File: src/rtl/hazard_scoreboard_if.sv
// Decode-to-hazard-unit bundle: the instruction presented in decode plus the stall/forwarding results.
interface hazard_scoreboard_if #(
    parameter int RA_W       = 5,
    parameter int FWD_STAGES = 3,
    parameter int CNT_W      = 16
);
    localparam int SEL_W = $clog2(FWD_STAGES + 1);

    logic             flush;
    logic             dec_valid;
    logic [RA_W-1:0]  dec_rs_a;
    logic [RA_W-1:0]  dec_rs_b;
    logic             dec_uses_a;
    logic             dec_uses_b;
    logic             dec_writes;
    logic [RA_W-1:0]  dec_rd;
    logic             dec_is_load;
    logic             stall;
    logic [SEL_W-1:0] fwd_a;
    logic [SEL_W-1:0] fwd_b;
    logic [CNT_W-1:0] stall_cnt;

    modport master (
        output flush, dec_valid, dec_rs_a, dec_rs_b, dec_uses_a, dec_uses_b,
               dec_writes, dec_rd, dec_is_load,
        input  stall, fwd_a, fwd_b, stall_cnt
    );

    modport slave (
        input  flush, dec_valid, dec_rs_a, dec_rs_b, dec_uses_a, dec_uses_b,
               dec_writes, dec_rd, dec_is_load,
        output stall, fwd_a, fwd_b, stall_cnt
    );
endinterface

File: src/rtl/hazard_scoreboard.sv
// In-order pipeline hazard unit: shadow pipe of in-flight destinations, load-use stall, forwarding selects.
// stall is combinational in the decode cycle; fwd_a/fwd_b register one cycle later (valid while consumer is in EX).
module hazard_scoreboard #(
    parameter int RA_W       = 5,
    parameter int FWD_STAGES = 3,
    parameter int LOAD_READY = 2,
    parameter int CNT_W      = 16
) (
    input logic               clk,
    input logic               reset,
    hazard_scoreboard_if.slave bus
);
    localparam int SEL_W = $clog2(FWD_STAGES + 1);

    logic [FWD_STAGES:1] v_q, v_d;
    logic [FWD_STAGES:1] ld_q, ld_d;
    logic [RA_W-1:0]     rd_q [FWD_STAGES:1];
    logic [RA_W-1:0]     rd_d [FWD_STAGES:1];
    logic [SEL_W-1:0]    fwd_a_q, fwd_a_d;
    logic [SEL_W-1:0]    fwd_b_q, fwd_b_d;
    logic [CNT_W-1:0]    cnt_q, cnt_d;

    logic [SEL_W-1:0]    sel_a, sel_b;
    logic                hz_a, hz_b;
    logic                stall;

    // Scan oldest to youngest so the nearest producer overwrites any older match.
    always_comb begin
        sel_a = '0;
        sel_b = '0;
        hz_a  = 1'b0;
        hz_b  = 1'b0;
        for (int k = FWD_STAGES; k >= 1; k--) begin
            if (bus.dec_uses_a && (bus.dec_rs_a != '0) && v_q[k] && (rd_q[k] == bus.dec_rs_a)) begin
                sel_a = SEL_W'(k);
                hz_a  = ld_q[k] && (k < LOAD_READY);
            end
            if (bus.dec_uses_b && (bus.dec_rs_b != '0) && v_q[k] && (rd_q[k] == bus.dec_rs_b)) begin
                sel_b = SEL_W'(k);
                hz_b  = ld_q[k] && (k < LOAD_READY);
            end
        end
    end

    assign stall = bus.dec_valid && !bus.flush && (hz_a || hz_b);

    always_comb begin
        v_d     = v_q;
        ld_d    = ld_q;
        rd_d    = rd_q;
        fwd_a_d = fwd_a_q;
        fwd_b_d = fwd_b_q;
        cnt_d   = cnt_q;
        if (bus.flush) begin
            v_d     = '0;
            fwd_a_d = '0;
            fwd_b_d = '0;
        end else begin
            for (int k = FWD_STAGES; k >= 2; k--) begin
                v_d[k]  = v_q[k-1];
                ld_d[k] = ld_q[k-1];
                rd_d[k] = rd_q[k-1];
            end
            // A stalled instruction stays in decode, so EX receives a bubble.
            v_d[1]  = bus.dec_valid && bus.dec_writes && (bus.dec_rd != '0) && !stall;
            ld_d[1] = bus.dec_is_load;
            rd_d[1] = bus.dec_rd;
            fwd_a_d = (bus.dec_valid && !stall) ? sel_a : '0;
            fwd_b_d = (bus.dec_valid && !stall) ? sel_b : '0;
        end
        if (stall && (cnt_q != '1)) begin
            cnt_d = cnt_q + CNT_W'(1);
        end
    end

    always_ff @(posedge clk) begin
        if (reset) begin
            v_q     <= '0;
            fwd_a_q <= '0;
            fwd_b_q <= '0;
            cnt_q   <= '0;
        end else begin
            v_q     <= v_d;
            fwd_a_q <= fwd_a_d;
            fwd_b_q <= fwd_b_d;
            cnt_q   <= cnt_d;
        end
    end

    // Payload is qualified by v_q, so it needs no reset.
    always_ff @(posedge clk) begin
        ld_q <= ld_d;
        rd_q <= rd_d;
    end

    assign bus.stall     = stall;
    assign bus.fwd_a     = fwd_a_q;
    assign bus.fwd_b     = fwd_b_q;
    assign bus.stall_cnt = cnt_q;
endmodule
File: src/flat_wrapper.sv
// flat-port wrapper written by rule: the top's interface ports become plain ports
module hazard_scoreboard_flat 
#(
    parameter int RA_W       = 5,
    parameter int FWD_STAGES = 3,
    parameter int LOAD_READY = 2,
    parameter int CNT_W      = 16
)
  (clk, reset, bus_flush, bus_dec_valid, bus_dec_rs_a, bus_dec_rs_b, bus_dec_uses_a, bus_dec_uses_b, bus_dec_writes, bus_dec_rd, bus_dec_is_load, bus_stall, bus_fwd_a, bus_fwd_b, bus_stall_cnt);
  hazard_scoreboard_if #(.RA_W(RA_W), .FWD_STAGES(FWD_STAGES), .CNT_W(CNT_W)) bus_i ();
  input logic clk;
  input logic reset;
  input wire logic [$bits(bus_i.flush)-1:0] bus_flush;
  input wire logic [$bits(bus_i.dec_valid)-1:0] bus_dec_valid;
  input wire logic [$bits(bus_i.dec_rs_a)-1:0] bus_dec_rs_a;
  input wire logic [$bits(bus_i.dec_rs_b)-1:0] bus_dec_rs_b;
  input wire logic [$bits(bus_i.dec_uses_a)-1:0] bus_dec_uses_a;
  input wire logic [$bits(bus_i.dec_uses_b)-1:0] bus_dec_uses_b;
  input wire logic [$bits(bus_i.dec_writes)-1:0] bus_dec_writes;
  input wire logic [$bits(bus_i.dec_rd)-1:0] bus_dec_rd;
  input wire logic [$bits(bus_i.dec_is_load)-1:0] bus_dec_is_load;
  output wire logic [$bits(bus_i.stall)-1:0] bus_stall;
  output wire logic [$bits(bus_i.fwd_a)-1:0] bus_fwd_a;
  output wire logic [$bits(bus_i.fwd_b)-1:0] bus_fwd_b;
  output wire logic [$bits(bus_i.stall_cnt)-1:0] bus_stall_cnt;
  assign bus_i.flush = bus_flush;
  assign bus_i.dec_valid = bus_dec_valid;
  assign bus_i.dec_rs_a = bus_dec_rs_a;
  assign bus_i.dec_rs_b = bus_dec_rs_b;
  assign bus_i.dec_uses_a = bus_dec_uses_a;
  assign bus_i.dec_uses_b = bus_dec_uses_b;
  assign bus_i.dec_writes = bus_dec_writes;
  assign bus_i.dec_rd = bus_dec_rd;
  assign bus_i.dec_is_load = bus_dec_is_load;
  assign bus_stall = bus_i.stall;
  assign bus_fwd_a = bus_i.fwd_a;
  assign bus_fwd_b = bus_i.fwd_b;
  assign bus_stall_cnt = bus_i.stall_cnt;
  hazard_scoreboard #(.RA_W(RA_W), .FWD_STAGES(FWD_STAGES), .LOAD_READY(LOAD_READY), .CNT_W(CNT_W)) u_core (.clk(clk), .reset(reset), .bus(bus_i));
endmodule
File: config.mk
export PLATFORM = sky130hd
export DESIGN_NAME = hazard_scoreboard_flat
export DESIGN_NICKNAME = d
export VERILOG_FILES = /design/src/rtl/hazard_scoreboard_if.sv /design/src/rtl/hazard_scoreboard.sv /design/src/flat_wrapper.sv
export SDC_FILE = /design/constraint.sdc
export NUM_CORES = 1
export LEC_CHECK = 0
export ABC_AREA = 0
export CORE_ASPECT_RATIO = 0.8
export CORE_MARGIN = 4
export CORE_UTILIZATION = 45
export CTS_BUF_LIST = sky130_fd_sc_hd__clkbuf_4 sky130_fd_sc_hd__clkbuf_8
export DETAILED_ROUTE_END_ITERATION = 6
export HOLD_SLACK_MARGIN = 0.1
export PLACE_DENSITY = 0.73
export SKIP_CTS_REPAIR_TIMING = 1
export SLEW_MARGIN = 15
export SYNTH_ARGS = -nofsm -noshare
export SYNTH_HDL_FRONTEND = slang
export SYNTH_SLANG_ARGS = --single-unit
File: constraint.sdc
create_clock -name clk -period 5.35 [get_ports clk]
set_input_delay 0.535 -clock clk [delete_from_list [all_inputs] [get_ports clk]]
set_output_delay 0.535 -clock clk [all_outputs]
set_load 0.02 [all_outputs]
==> flow_summary.rst <==
.. list-table::
   :header-rows: 1

   * - Metric
     - Value
   * - Result of the run
     - complete, no violations
   * - Placeable Area
     - between 4000 and 5000 um2
   * - Setup crit end kind
     - primary output
   * - Final period util
     - a little over three fifths
   * - Placement row count
     - 21
   * - Clock root buffer
     - clkbuf_8
   * - Share of cells above drive strength 1
     - 7.627%
   * - Slew @ Worst Pin
     - approximately 0.74 ns
   * - Final count of hold timing violations
     - 0
   * - Proportion of netlist area held by the largest area contributor
     - between 20% and 30%
   * - Worst-case headroom to the max-slew limit
     - 50.59%
   * - FF-to-FF Start
     - u_core.bus.stall_cnt[0]
   * - Inserted Diodes
     - 0
   * - Max-capacitance violation count
     - 0
   * - Iteration-0 DRC count of the detailed router
     - 94
   * - Number of search-and-repair iterations in the first detailed-routing pass
     - 4
   * - Share of synthesized area occupied by flip-flops and latches
     - between 40% and 50%
   * - Summed instance area of the synthesized netlist
     - between 1500 and 2000 um2
   * - Vias in the first global route
     - between 1000 and 1500
   * - Leakage component of the power
     - 0.0007804 uW
   * - Maximum VDD drop
     - 0.1852 mV
   * - Power density over the cells
     - between 200 and 250 nW/um2
   * - Synthesis-stage register bit count
     - 39
   * - Final Max Tran Viols
     - 0
   * - Sinks on the clock net
     - 39
   * - Worst setup path start
     - bus_dec_rs_b[0]
   * - Net count after synthesis
     - between 200 and 250
   * - Clock group share of total power
     - between 30 and 40%
   * - Dominant cells by area after synthesis
     - edfxtp_1 (25%), dfxtp_1 (23%), xnor2_1 (14%), nor2_1 (2.7%), a21oi_1 (2.6%)
   * - Internal power
     - around 440 uW
   * - Total GRT Usage
     - around 17%
   * - Leading area contributor after synthesis
     - edfxtp_1
   * - Deepest level of the CTS H-tree
     - 2
   * - Bufs on Longest Clock Path
     - 2
   * - Remaining global-route overflow
     - 0
   * - Number of distinct library cells after synthesis
     - 39
   * - Accumulated negative setup slack
     - 0 ns
   * - Worst Min Path Start
     - u_core.bus.stall_cnt[14]
   * - Net switching share of the total power
     - 24.11%
   * - Fillers
     - ~380
   * - Path class of the lowest-slack min-delay path
     - reg -> reg
   * - Via-to-Cell Ratio
     - around 5.4
   * - Post-route ant nets
     - 0
   * - Largest fanout of any net on the critical path
     - 8
   * - Min Clock Period, post-route
     - between 3 and 4 ns
   * - Worst Path Arrival
     - around 2.9 ns
   * - DIE HEIGHT
     - 67.04 um
   * - Skew final
     - 0.004782 ns
   * - Number of synthesized flops with an enable pin
     - 16
   * - Routability cong.
     - 0.9253
   * - Startpoint types
     - input port
   * - Detailed placer's ending HPWL
     - about 3500 um
   * - Share of synthesized flip-flops with an asynchronous set or reset
     - 0%
   * - Final setup violating endpoints
     - 0
   * - Max Clk Rate
     - approximately 0.30 GHz
   * - Post-Route Utilization
     - about three fifths
   * - Portion of total power attributed to sequential cells
     - a little under three fifths
   * - Number of buffers added on ports
     - 43
   * - Per-cell routed wire length
     - about 15 um
   * - TritonCTS clock tree
     - yes
   * - Post-route DRC violation count
     - 0
   * - Sw Pwr
     - between 100 and 150 uW
   * - Clock Pin Slew Worst Setup and Hold Paths
     - 0.08 ns
   * - Number of warnings printed during yosys synthesis
     - 0
   * - Total Nets Final
     - 259
   * - Post-synthesis average cell area
     - around 10 um2
   * - Final Routed Wirelength
     - approximately 4400 um
   * - Largest net degree at the start of global routing
     - 21
   * - Initial core utilization
     - 46.64%
   * - Number of buffers inserted during clock tree synthesis
     - 5
   * - Detailed-route via count
     - 1573
   * - Setup repair after global routing missed its margin
     - false
   * - Die Width
     - between 80 and 90 um
   * - Relative area change from synthesis to final layout
     - 29.10%
   * - Worst hold slack
     - around 0.51 ns
   * - Skew-Pair Late Insertion Delay
     - ~0.29 ns
   * - First-pass GRT wire length
     - between 7000 and 8000 um
   * - Number of primary I/O pins
     - 44
   * - CP Class
     - in -> out
   * - Combinational fraction of design power
     - about a tenth
   * - Req. time, crit path
     - between 4 and 5 ns
   * - Initial antenna violation count
     - 0
   * - Flip-flop cell with the highest count after synthesis
     - dfxtp_1
   * - Post-Syn Instances
     - between 150 and 200
   * - Total Die Area
     - between 5000 and 6000 um2
[synth_stat cells (3+ instances only)]
cell,number
nand3_1,9
or4_1,6
a21oi_1,10
nand2_1,10
nor2_1,14
or3_1,5
edfxtp_1,16
xnor2_1,31
inv_1,6
dfxtp_1,23
o21ai_0,6
nand4_1,6
nor3_1,7
xor2_1,3
[sequential cells by signal (all words and copies together) (netlist names)]
register              count
u_core.bus.fwd_a          2
u_core.bus.fwd_b          2
u_core.bus.stall_cnt     16
u_core.ld_q               1
u_core.rd_q              15
u_core.v_q                3
[layout by cell type, fill, tap and decap left out, types with 5 or more instances in the layout]
master	instances
edfxtp_1	16
clkbuf_8	5
nor2_1	14
xnor2_1	31
nand2_1	10
inv_1	6
clkdlybuf4s50_1	43
o21ai_0	6
or3_1	5
nand3_1	9
dfxtp_1	23
nor3_1	7
or4_1	6
a21oi_1	10
nand4_1	6
[worst paths after layout]
check	end	slack, ns	cells past startpoint
setup / recovery	bus_stall	1.96	7
hold / removal	u_core.bus.stall_cnt[14]	0.51	2
hold reg to reg	u_core.bus.stall_cnt[14]	0.51	2
setup reg to reg	u_core.bus.stall_cnt[15]	3.04	7
[cells by family (layout without fill, tap and decap cells)]
group | after synthesis | in the layout | synth area share, %
xor gates and xnor gates | 34 | 34 | 15.19
and+or+nand+nor | 68 | 68 | 20.04
AOI/OAI and AO/OA | 35 | 35 | 12.89
muxes | 2 | 2 | 1.085
adders and majority gates | 1 | 1 | 0.6381
DFF | 39 | 39 | 47.99
buffers and inverters | 10 | 57 | 2.170
[per-layer routing]
layer	vias up	part of all wire [%]	track usage (%)
met5	-	0	0
met4	0	1.3	5.809
met3	6	5.9	4.595
met2	47	41	24.40
met1	733	51	25.38
li1	787	-	-
[power by group through the flow]
stage	clock [uW]	combinational (uW)	sequential (uW)
4_1_cts	202	60.4	330
6_report	195	60.1	331
3_5_place_dp	0	60.2	337
3_3_place_gp	0	60.1	337
2_1_floorplan	0	33.6	333
5_1_grt	214	65.1	331
[area by class of cell]
cell class	instances	area (um2)	area share, %
inverters	6	22.52	0.8898
well taps	57	71.32	2.818
repair buffers	43	430.4	17.00
clock inverters	3	20.02	0.7909
flip-flops and latches	39	940.9	37.17
multi-input cells	140	977.2	38.61
clock buffers	5	68.82	2.719
[critical path, cell delays in order]
cell and delay, ns:
clkdlybuf4s50_1 0.49, or4_1 0.57, o21ai_2 0.23, nor3_4 0.12
o21ai_4 0.29, inv_1 0.07, clkdlybuf4s50_1 0.54
[metrics by stage]
stage | instances | power [uW] | instance area (um2) | worst slack [ns]
after floorplan | 189 | 367.0 | 1961 | 3.059
after global placement | 285 | 397.6 | 2442 | 2.005
after detailed placement | 285 | 397.6 | 2442 | 1.973
after CTS | 293 | 592.3 | 2531 | 1.970
after global routing | 293 | 610.2 | 2531 | 1.853
final | 293 | 586.2 | 2531 | 1.964
Power figures use the tool's default switching activity.
